File: src/rtl/hazard_pkg.sv
// Shared definitions for the pipeline hazard controller: FSM encoding,
// default parameter values and the load-use match function.
package hazard_pkg;

  typedef enum logic [1:0] {
    ST_IDLE       = 2'd0,
    ST_LOAD_STALL = 2'd1,
    ST_MDU_WAIT   = 2'd2,
    ST_FLUSH      = 2'd3
  } state_e;

  localparam int DEF_REG_ADDR_W        = 5;
  localparam int DEF_LOAD_STALL_CYCLES = 1;
  localparam int DEF_FLUSH_CYCLES      = 1;
  localparam int DEF_CNT_W             = 3;
  localparam int DEF_PERF_W            = 32;

  // Register addresses are zero-extended to this width before comparison.
  localparam int LU_ADDR_W = 16;

  // Load-use hit: EX load writes a non-zero register that ID actually reads.
  function automatic logic lu_hit_f(
    input logic                 memread_ex,
    input logic [LU_ADDR_W-1:0] wr_addr_ex,
    input logic [LU_ADDR_W-1:0] rs_addr,
    input logic [LU_ADDR_W-1:0] rt_addr,
    input logic                 rs_used,
    input logic                 rt_used
  );
    logic rs_match;
    logic rt_match;
    rs_match = rs_used && (wr_addr_ex == rs_addr);
    rt_match = rt_used && (wr_addr_ex == rt_addr);
    return memread_ex && (wr_addr_ex != {LU_ADDR_W{1'b0}}) && (rs_match || rt_match);
  endfunction

endpackage

File: src/rtl/hazard_ctrl_unit_sat_counter.sv
// Saturating up-counter with synchronous clear (clear wins over increment).
module sat_counter #(
  parameter int W = 32
) (
  input  logic         clk,
  input  logic         rst,
  input  logic         clr,
  input  logic         inc,
  output logic [W-1:0] q
);

  logic [W-1:0] r_q;

  // Count register: clear, saturating increment, or hold.
  always_ff @(posedge clk or posedge rst) begin
    if (rst) begin
      r_q <= {W{1'b0}};
    end else if (clr) begin
      r_q <= {W{1'b0}};
    end else if (inc && (r_q != {W{1'b1}})) begin
      r_q <= r_q + W'(1);
    end else begin
      r_q <= r_q;
    end
  end

  assign q = r_q;

endmodule

File: src/rtl/hazard_ctrl_unit.sv
// Hazard controller beside ID: load-use and MDU interlocks, redirect flush
// windows, and stall/flush cycle counters.
module hazard_ctrl_unit
  import hazard_pkg::*;
#(
  parameter int REG_ADDR_W        = DEF_REG_ADDR_W,
  parameter int LOAD_STALL_CYCLES = DEF_LOAD_STALL_CYCLES,
  parameter int FLUSH_CYCLES      = DEF_FLUSH_CYCLES,
  parameter int CNT_W             = DEF_CNT_W,
  parameter int PERF_W            = DEF_PERF_W
) (
  input  logic                  clk,
  input  logic                  rst,
  input  logic [REG_ADDR_W-1:0] rs_addr_id,
  input  logic [REG_ADDR_W-1:0] rt_addr_id,
  input  logic                  rs_used_id,
  input  logic                  rt_used_id,
  input  logic                  memread_ex,
  input  logic [REG_ADDR_W-1:0] regwrite_addr_ex,
  input  logic                  mdu_use_id,
  input  logic                  mdu_busy,
  input  logic                  branch_taken,
  input  logic                  jump,
  input  logic                  perf_clr,
  output logic                  pc_write,
  output logic                  ifid_write,
  output logic                  stall,
  output logic                  flush,
  output logic [1:0]            state_o,
  output logic [PERF_W-1:0]     stall_cycles,
  output logic [PERF_W-1:0]     flush_cycles
);

  if ((LOAD_STALL_CYCLES < 1) || (LOAD_STALL_CYCLES > 7)) begin : g_bad_lsc
    $fatal(1, "hazard_ctrl_unit: LOAD_STALL_CYCLES must be 1..7");
  end
  if ((FLUSH_CYCLES < 1) || (FLUSH_CYCLES > 3)) begin : g_bad_fc
    $fatal(1, "hazard_ctrl_unit: FLUSH_CYCLES must be 1..3");
  end
  if ((CNT_W < 3) || (REG_ADDR_W < 1) || (REG_ADDR_W > LU_ADDR_W) || (PERF_W < 1)) begin : g_bad_w
    $fatal(1, "hazard_ctrl_unit: illegal width parameter");
  end

  // Counter preloads: the cycle spent in IDLE already counts as the first one.
  localparam logic [CNT_W-1:0] LS_LOAD =
    CNT_W'((LOAD_STALL_CYCLES > 1) ? (LOAD_STALL_CYCLES - 2) : 0);
  localparam logic [CNT_W-1:0] FL_LOAD =
    CNT_W'((FLUSH_CYCLES > 1) ? (FLUSH_CYCLES - 2) : 0);

  state_e           r_state;
  state_e           w_state_nxt;
  logic [CNT_W-1:0] r_cnt;
  logic [CNT_W-1:0] w_cnt_nxt;
  logic             w_lu_hit;
  logic             w_mdu_hit;
  logic             w_redirect;
  logic             w_pc_write;
  logic             w_ifid_write;
  logic             w_stall;
  logic             w_flush;

  assign w_lu_hit   = lu_hit_f(memread_ex, LU_ADDR_W'(regwrite_addr_ex),
                               LU_ADDR_W'(rs_addr_id), LU_ADDR_W'(rt_addr_id),
                               rs_used_id, rt_used_id);
  assign w_mdu_hit  = mdu_use_id && mdu_busy;
  assign w_redirect = branch_taken || jump;

  // State and sequencing counter registers.
  always_ff @(posedge clk or posedge rst) begin
    if (rst) begin
      r_state <= ST_IDLE;
      r_cnt   <= {CNT_W{1'b0}};
    end else begin
      r_state <= w_state_nxt;
      r_cnt   <= w_cnt_nxt;
    end
  end

  // Next-state and control outputs; IDLE priority is load-use, MDU, redirect.
  always_comb begin
    w_state_nxt  = r_state;
    w_cnt_nxt    = r_cnt;
    w_pc_write   = 1'b1;
    w_ifid_write = 1'b1;
    w_stall      = 1'b0;
    w_flush      = 1'b0;
    case (r_state)
      ST_IDLE: begin
        if (w_lu_hit) begin
          w_pc_write   = 1'b0;
          w_ifid_write = 1'b0;
          w_stall      = 1'b1;
          if (LOAD_STALL_CYCLES > 1) begin
            w_state_nxt = ST_LOAD_STALL;
            w_cnt_nxt   = LS_LOAD;
          end else begin
            w_state_nxt = ST_IDLE;
          end
        end else if (w_mdu_hit) begin
          w_pc_write   = 1'b0;
          w_ifid_write = 1'b0;
          w_stall      = 1'b1;
          w_state_nxt  = ST_MDU_WAIT;
        end else if (w_redirect) begin
          w_flush = 1'b1;
          if (FLUSH_CYCLES > 1) begin
            w_state_nxt = ST_FLUSH;
            w_cnt_nxt   = FL_LOAD;
          end else begin
            w_state_nxt = ST_IDLE;
          end
        end else begin
          w_state_nxt = ST_IDLE;
        end
      end
      ST_LOAD_STALL: begin
        w_pc_write   = 1'b0;
        w_ifid_write = 1'b0;
        w_stall      = 1'b1;
        if (r_cnt == {CNT_W{1'b0}}) begin
          w_state_nxt = ST_IDLE;
        end else begin
          w_cnt_nxt = r_cnt - CNT_W'(1);
        end
      end
      ST_MDU_WAIT: begin
        // Release happens in the same cycle busy drops; redirects wait for re-presentation.
        if (mdu_busy) begin
          w_pc_write   = 1'b0;
          w_ifid_write = 1'b0;
          w_stall      = 1'b1;
        end else begin
          w_state_nxt = ST_IDLE;
        end
      end
      ST_FLUSH: begin
        w_flush = 1'b1;
        if (r_cnt == {CNT_W{1'b0}}) begin
          w_state_nxt = ST_IDLE;
        end else begin
          w_cnt_nxt = r_cnt - CNT_W'(1);
        end
      end
      default: begin
        w_state_nxt = ST_IDLE;
        w_cnt_nxt   = {CNT_W{1'b0}};
      end
    endcase
  end

  assign pc_write   = w_pc_write;
  assign ifid_write = w_ifid_write;
  assign stall      = w_stall;
  assign flush      = w_flush;
  assign state_o    = r_state;

  sat_counter #(.W(PERF_W)) u_stall_cnt (
    .clk (clk),
    .rst (rst),
    .clr (perf_clr),
    .inc (w_stall),
    .q   (stall_cycles)
  );

  sat_counter #(.W(PERF_W)) u_flush_cnt (
    .clk (clk),
    .rst (rst),
    .clr (perf_clr),
    .inc (w_flush),
    .q   (flush_cycles)
  );

endmodule

File: config.mk
export PLATFORM = sky130hd
export DESIGN_NAME = hazard_ctrl_unit
export DESIGN_NICKNAME = d
export VERILOG_FILES = /design/src/rtl/hazard_pkg.sv /design/src/rtl/hazard_ctrl_unit_sat_counter.sv /design/src/rtl/hazard_ctrl_unit.sv
export SDC_FILE = /design/constraint.sdc
export NUM_CORES = 1
export LEC_CHECK = 0
export CAP_MARGIN = 20
export CORE_ASPECT_RATIO = 0.8
export CORE_MARGIN = 2
export CORE_UTILIZATION = 55
export CTS_CLUSTER_DIAMETER = 80
export DETAILED_ROUTE_END_ITERATION = 12
export DONT_BUFFER_PORTS = 1
export PLACE_DENSITY = 0.75
export SLEW_MARGIN = 10
export SYNTH_ARGS = -nofsm -noshare
export SYNTH_HDL_FRONTEND = slang
export SYNTH_SLANG_ARGS = --single-unit
File: constraint.sdc
create_clock -name clk -period 6.9 [get_ports clk]
set_input_delay 0.345 -clock clk [delete_from_list [all_inputs] [get_ports clk]]
set_output_delay 0.345 -clock clk [all_outputs]
set_load 0.02 [all_outputs]
# [Word-level counts from Yosys, hierarchy flattened]
# Index checks and enable logic that the tools add are counted.
[classes] n_bitwise=1 muxes=21 reduce_logical=17 n_eq_ne=9 addsub=3
[op_table] cell="$mux 32" n=4
[op_table] cell="$add 32x1->32 const B" n=2
[op_table] cell="$ne 32x32->1 const B" n=2
[op_table] cell="$eq 5x5->1" n=2
[op_table] cell="$mux 1" n=9
[op_table] cell="$mux 2" n=4
[op_table] cell="$logic_and 1x1->1" n=7
[op_table] cell="$pmux 1 s3" n=2
[op_table] cell="$pmux 2 s3" n=1
[op_table] cell="$reduce_bool 5->1" n=1
[op_table] cell="$eq 2x2->1 const B" n=2
[op_table] cell="$reduce_and 2->1" n=2
[op_table] cell="$reduce_bool 2->1" n=2
[op_table] cell="$logic_not 3->1" n=1
[op_table] cell="$sub 3x1->3 const B" n=1
[op_table] cell="$eq 2x1->1 const B" n=1
[op_table] cell="$logic_not 2->1" n=1
[op_table] cell="$logic_or 1x1->1" n=2
[op_table] cell="$ne 2x1->1 const B" n=1
[op_table] cell="$ne 2x2->1 const B" n=1
[op_table] cell="$pmux 1 s2" n=1
[op_table] cell="$reduce_or 2->1" n=1
[op_table] cell="$not 1->1" n=1
[word_totals] in_bits=25 out_inout_bits=70 wordCells=55 ff_bits=69

# [Longest topological paths before layout]
[depth] depth_word=9 ltp_mapped=9 mapped_depth_nobuf=7

# [Cells and area by module]
# A second synthesis with hierarchy kept.
[unflattened] cells_unflattened=404 area_unflattened_um2=3719.8
[modules_own_cells] mod="sat_counter" area_per_inst_um2=1740.4 instances=2 cells_each=186
[modules_own_cells] mod="hazard_ctrl_unit" area_per_inst_um2=239.0 instances=1 cells_each=32

# [Worst setup path after synthesis]
# Ideal clock, no wire load.
[synth_timing] kind="register to output" startpoint="reg r_state[1] (netlist: state_o[1])" endpoint="out pc_write" stages_incl_launch_ff=8 t_arrival_ps=2079 setup_slack_ps=4476 path_buffers=2 cell_sequence="dfrtp_1 nand2b_1 a21oi_1 nor2_2 clkbuf_1 nor2_1 inv_1 buf_4"
[synth_between] elab_chain_len=2 elab_cells_between_ends=4 classes_between="2 x eq/ne; 1 x mux; 1 x reduce/logical"
[synth_rtl] item="from (decl)" line_no="hazard_ctrl_unit.sv:50" source="state_e r_state;"
[synth_rtl] item="from (signal assigned)" line_no="hazard_ctrl_unit.sv:74" source="r_state <= w_state_nxt;"
[synth_rtl] item="$eq 2x2->1, or another cell as far along"
[synth_rtl] item="$pmux 1 s3 (*)"
[synth_rtl] item="to (decl)" line_no="hazard_ctrl_unit.sv:25" source="output logic pc_write,"
# Every way passes the cells marked *; elsewhere a longest branch is shown, timed or not.

# [Worst setup path after layout]
[layout_timing] startpoint="reg u_flush_cnt.r_q[1] (netlist: u_flush_cnt.q[1])" endpoint="reg u_flush_cnt.r_q[8] (netlist: u_flush_cnt.q[8])"
[layout_between] elab_chain_len=3 elab_cells_between_ends=6 classes_between="1 x add/sub; 1 x eq/ne; 2 x mux; 2 x reduce/logical"
[layout_rtl] item="from (decl)" line_no="hazard_ctrl_unit_sat_counter.sv:12" source="logic [W-1:0] r_q;"
[layout_rtl] item="from (signal assigned)" line_no="hazard_ctrl_unit_sat_counter.sv:17" source="r_q <= {W{1'b0}};"
[layout_rtl] item="from (signal assigned)" line_no="hazard_ctrl_unit_sat_counter.sv:19" source="r_q <= {W{1'b0}};"
[layout_rtl] item="from (signal assigned)" line_no="hazard_ctrl_unit_sat_counter.sv:21" source="r_q <= r_q + W'(1);"
[layout_rtl] item="$add 32x1->32 / $ne 32x32->1 (equally long branches)" line_no="hazard_ctrl_unit_sat_counter.sv:21, hazard_ctrl_unit_sat_counter.sv:20"
[layout_rtl] item="$mux 32 / $logic_and 1x1->1 (equally long branches)" line_no="hazard_ctrl_unit_sat_counter.sv:20" source="end else if (inc && (r_q != {W{1'b1}})) begin"
[layout_rtl] item="$mux 32 / $reduce_bool 2->1 (equally long branches)"
# Parallel ways exist; a longest one is shown, timed or not. The select of a mux whose other input is x is not followed.
# A chain may end at the register's enable or synchronous reset.

==> summary.txt <==
Timing
  – Worst Tran Pin Value: between 900 and 1000 ps
  – Max Clk Rate: 0.340 GHz
  – Slew margin rel.: 36.7%
  – Slew Limit Fails: 0
  – Unrepaired setup endpoints after global routing: no
  – Final TNS setup: 0 ps
  – Setup violators final: 0
  – Final Cycle Share: a little over two fifths
  – Worst Clk Skew: around 6.3 ps
  – Final worst setup slack: between 3000 and 4000 ps
  – Min Clock Period, post-route: 2940 ps
  – Final Hold Vio Count: 0
  – Hold slack final: approximately 73 ps

Layout
  – Final net count: 460
  – Inserted Diodes: 0
  – Fill cells: 592
  – Multi-input gate area: approximately 2200 sq um
  – Seq. cell area: 1630 sq um
  – Layout cell share with drive strength beyond 1: under 10%
  – Post-route insts no fill: roughly 530
  – Area grow syn2layout: 6.61%

Logic synthesis
  – Distinct cells, synth: 55
  – Ys async rst share: 100%
  – Main synth FF type: dfrtp_1
  – Synthesized area: ~4000 sq um
  – Yosys reg bits: 65
  – Synthesized area per cell: a little under 9 sq um
  – Cells after Synth: 440
  – Synthesized Nets: roughly 470
  – Number of synthesized flops with an enable pin: 0
  – Seq/Total Area, Yosys: between 40 and 50%
  – Yosys warns: 0

Floorplan
  – Core area: slightly below 7000 sq um
  – Die Height: roughly 80 um
  – Die ar.: about 8000 sq um
  – DIE WIDTH: between 90 and 100 um
  – Initial Util: 56.9%
  – Row count: 27
  – IO Count: 95

Pwr
  – Net Sw Frac: 24.0%
  – Sequential Power Share: 50.0%
  – Leakage power: ~1.6 nW
  – Logic pwr share: around 6.7%
  – P_sw: about 0.19 mW
  – Pwr/cell area: 186 nW/um^2
  – Clock power frac: a little over two fifths
  – Int Pwr: approximately 0.59 mW
  – Worst vdd ir: about 0.10 mV

GRT
  – Vias in the first global route: ~3200
  – Initial antenna violation count: 0
  – GRT Total Usage: approximately 25%
  – First-pass GRT wire length: ~16 mm
  – Gr ovfl total: 0
  – Largest net degree at the start of global routing: 75

Min path
  – Class of the worst hold path: primary input to flip-flop

CTS
  – Bufs on Longest Clock Path: 2
  – Clock Pin Slew Worst Setup and Hold Paths: around 70 ps
  – CTS tree: built
  – Post-CTS Resized: 0
  – Worst skew pair latency: 330 ps
  – Cts hold-fix bufs: 0
  – H-tree depth: 3
  – Clock sinks: between 60 and 70
  – Buffer count from post-CTS setup fixing: 0
  – Root Buffer: clkbuf_8
  – Num CTS Buffers: 9

Detailed routing
  – DRT iter0 DRCs: around 300
  – Met3 routed WL: 791 um
  – DR vias: around 3400
  – Final wirelength: 9.69 mm
  – # DRC: 0
  – DRT met1 WL: ~4.3 mm
  – Met2 WL: about 4.5 mm
  – Routed Antenna Nets: 0
  – Top sig layer: met4
  – Pre-antenna DRT Iters: 4
  – Vias/cell: about 6.5
  – Drt wl/cell: ~18 um

Placement
  – DP HPWL: between 6 and 7 mm
  – I/O Buffers: 0
  – Pre-CTS WS: 4020 ps
  – Gpl congestion: 0.915
  – # placed instances: slightly above 500

Critical path
  – Req. time, crit path: between 7000 and 8000 ps
  – Max Fanout on Critical Path: 35
  – Worst setup SP type: flip-flop
  – Worst endpoint data arrival time: between 3000 and 4000 ps
  – WS Path Type: flip-flop to flip-flop
  – Worst Setup End Kind: flip-flop

Outcome
  – Status: complete, no violations

Run
  – Max-cap violations: 0
-- layout by cell type (no fill, tap or decap), types with 3 or more instances in the layout --
cell type | synthesis | final
and2_1 | 3 | 3
nor2_1 | 49 | 49
nand2_1 | 29 | 29
a21oi_1 | 27 | 27
nor4_1 | 22 | 22
o31ai_1 | 9 | 9
or4_1 | 13 | 13
o21ai_0 | 19 | 18
nor3_1 | 11 | 11
xnor2_1 | 35 | 35
nand3_1 | 25 | 25
xor2_1 | 5 | 5
a2111oi_0 | 3 | 3
inv_1 | 6 | 5
clkbuf_8 | 0 | 12
dfrtp_1 | 65 | 65
buf_4 | 2 | 3
or3_1 | 16 | 16
o211ai_1 | 3 | 3
and3_1 | 5 | 5
nor2b_1 | 10 | 10
nand4_1 | 14 | 14
mux2_2 | 6 | 6
-- sequential cells by signal, indices dropped and copies added (netlist names) --
| name | flops |
|---|---|
| state_o | 1 |
| u_stall_cnt.q | 32 |
| u_flush_cnt.q | 32 |
-- power by group through the flow --
| stage | registers [mW] | logic (mW) | clock network (mW) |
|---|---|---|---|
| 2_1_floorplan | 0.397 | 0.0469 | 0 |
| 3_3_place_gp | 0.399 | 0.0501 | 0 |
| 3_5_place_dp | 0.399 | 0.0512 | 0 |
| 4_1_cts | 0.391 | 0.0515 | 0.350 |
| 5_1_grt | 0.392 | 0.0581 | 0.364 |
| 6_report | 0.392 | 0.0522 | 0.339 |
-- cell type report --
class | count | area share [%]
tap | 87 | 2.59
sequential | 65 | 38.7
clock buffer | 14 | 4.11
timing repair buffer | 4 | 0.804
multi-input combinational | 347 | 52.4
clock inverter | 2 | 0.834
inverter | 6 | 0.536
-- cells in the mapped netlist (2+ instances only) --
library cell / n / area share, %
dfrtp_1: 65 / 41
nor2_1: 49 / 4.7
xnor2_1: 35 / 7.8
nand2_1: 29 / 2.8
a21oi_1: 27 / 3.4
nand3_1: 25 / 3.2
nor4_1: 22 / 3.5
o21ai_0: 19 / 2.4
clkbuf_1: 17 / 1.6
or3_1: 16 / 2.5
nand4_1: 14 / 2.2
or4_1: 13 / 2.5
nor3_1: 11 / 1.4
nor2b_1: 10 / 1.6
o31ai_1: 9 / 1.7
inv_1: 6 / 0.57
mux2_2: 6 / 1.7
and3_1: 5 / 0.79
xor2_1: 5 / 1.1
a2111oi_0: 3 / 0.67
and2_1: 3 / 0.48
buf_2: 3 / 0.38
o211ai_1: 3 / 0.57
a211oi_1: 2 / 0.38
and4_1: 2 / 0.44
and4_2: 2 / 0.51
buf_4: 2 / 0.38
ha_1: 2 / 0.64
nand2b_1: 2 / 0.32
nand4b_1: 2 / 0.44
nor3b_1: 2 / 0.38
nor4_4: 2 / 1.1
nor4b_1: 2 / 0.44
o2111ai_1: 2 / 0.44
o21a_1: 2 / 0.38
or4_4: 2 / 0.57
-- final timing paths --
path	start	endpoint	slack, ps	cells past startpoint
max reg2reg	u_flush_cnt.q[1]$_DFFE_PP0P_	u_flush_cnt.q[8]$_DFFE_PP0P_	3960	7
min reg2reg	u_flush_cnt.q[30]$_DFFE_PP0P_	u_flush_cnt.q[30]$_DFFE_PP0P_	690	2
min in group asynchronous	rst	u_stall_cnt.q[1]$_DFFE_PP0P_	130	2
max	u_flush_cnt.q[1]$_DFFE_PP0P_	u_flush_cnt.q[8]$_DFFE_PP0P_	3960	7
min	perf_clr	u_flush_cnt.q[4]$_DFFE_PP0P_	70	1
max in group asynchronous	rst	u_stall_cnt.q[10]$_DFFE_PP0P_	6240	2
-- per-stage QoR --
step                      total power, mW  util [%]  instance area (sq um)
final                               0.783      60.7                   4200
after global routing                0.814      60.7                   4200
after CTS                           0.793      60.5                   4190
after detailed placement            0.450      57.5                   3980
after global placement              0.449      57.5                   3980
after floorplan                     0.444         -                   3940
-- worst max-delay path, stage by stage, from the launching register on --
cell and delay (ps):
dfrtp_1 520, ha_1 300, nand2_1 120, nor4_1 450
nor3b_1 250, a21o_1 740, nor3b_1 130, mux2_2 310
-- cell families (layout without fill, tap and decap cells) --
family / Yosys count / after routing / synth area share, %
and+or+nand+nor: 223 / 223 / 32.7
AOI/OAI and AO/OA: 74 / 74 / 11.5
muxes: 7 / 7 / 1.97
xor gates and xnor gates: 40 / 40 / 8.89
other: 1 / 1 / 0.0952
buffers and inverters: 28 / 26 / 2.95
DFF: 65 / 65 / 41.3
adders and majority gates: 2 / 2 / 0.635
-- routing by layer --
layer | GRT usage, % | vias to the layer above
met4 | 6.58 | 0
li1 | - | 1619
met5 | 0 | -
met2 | 38.6 | 123
met3 | 9.19 | 11
met1 | 34.7 | 1670
Power figures use the tool's default switching activity.
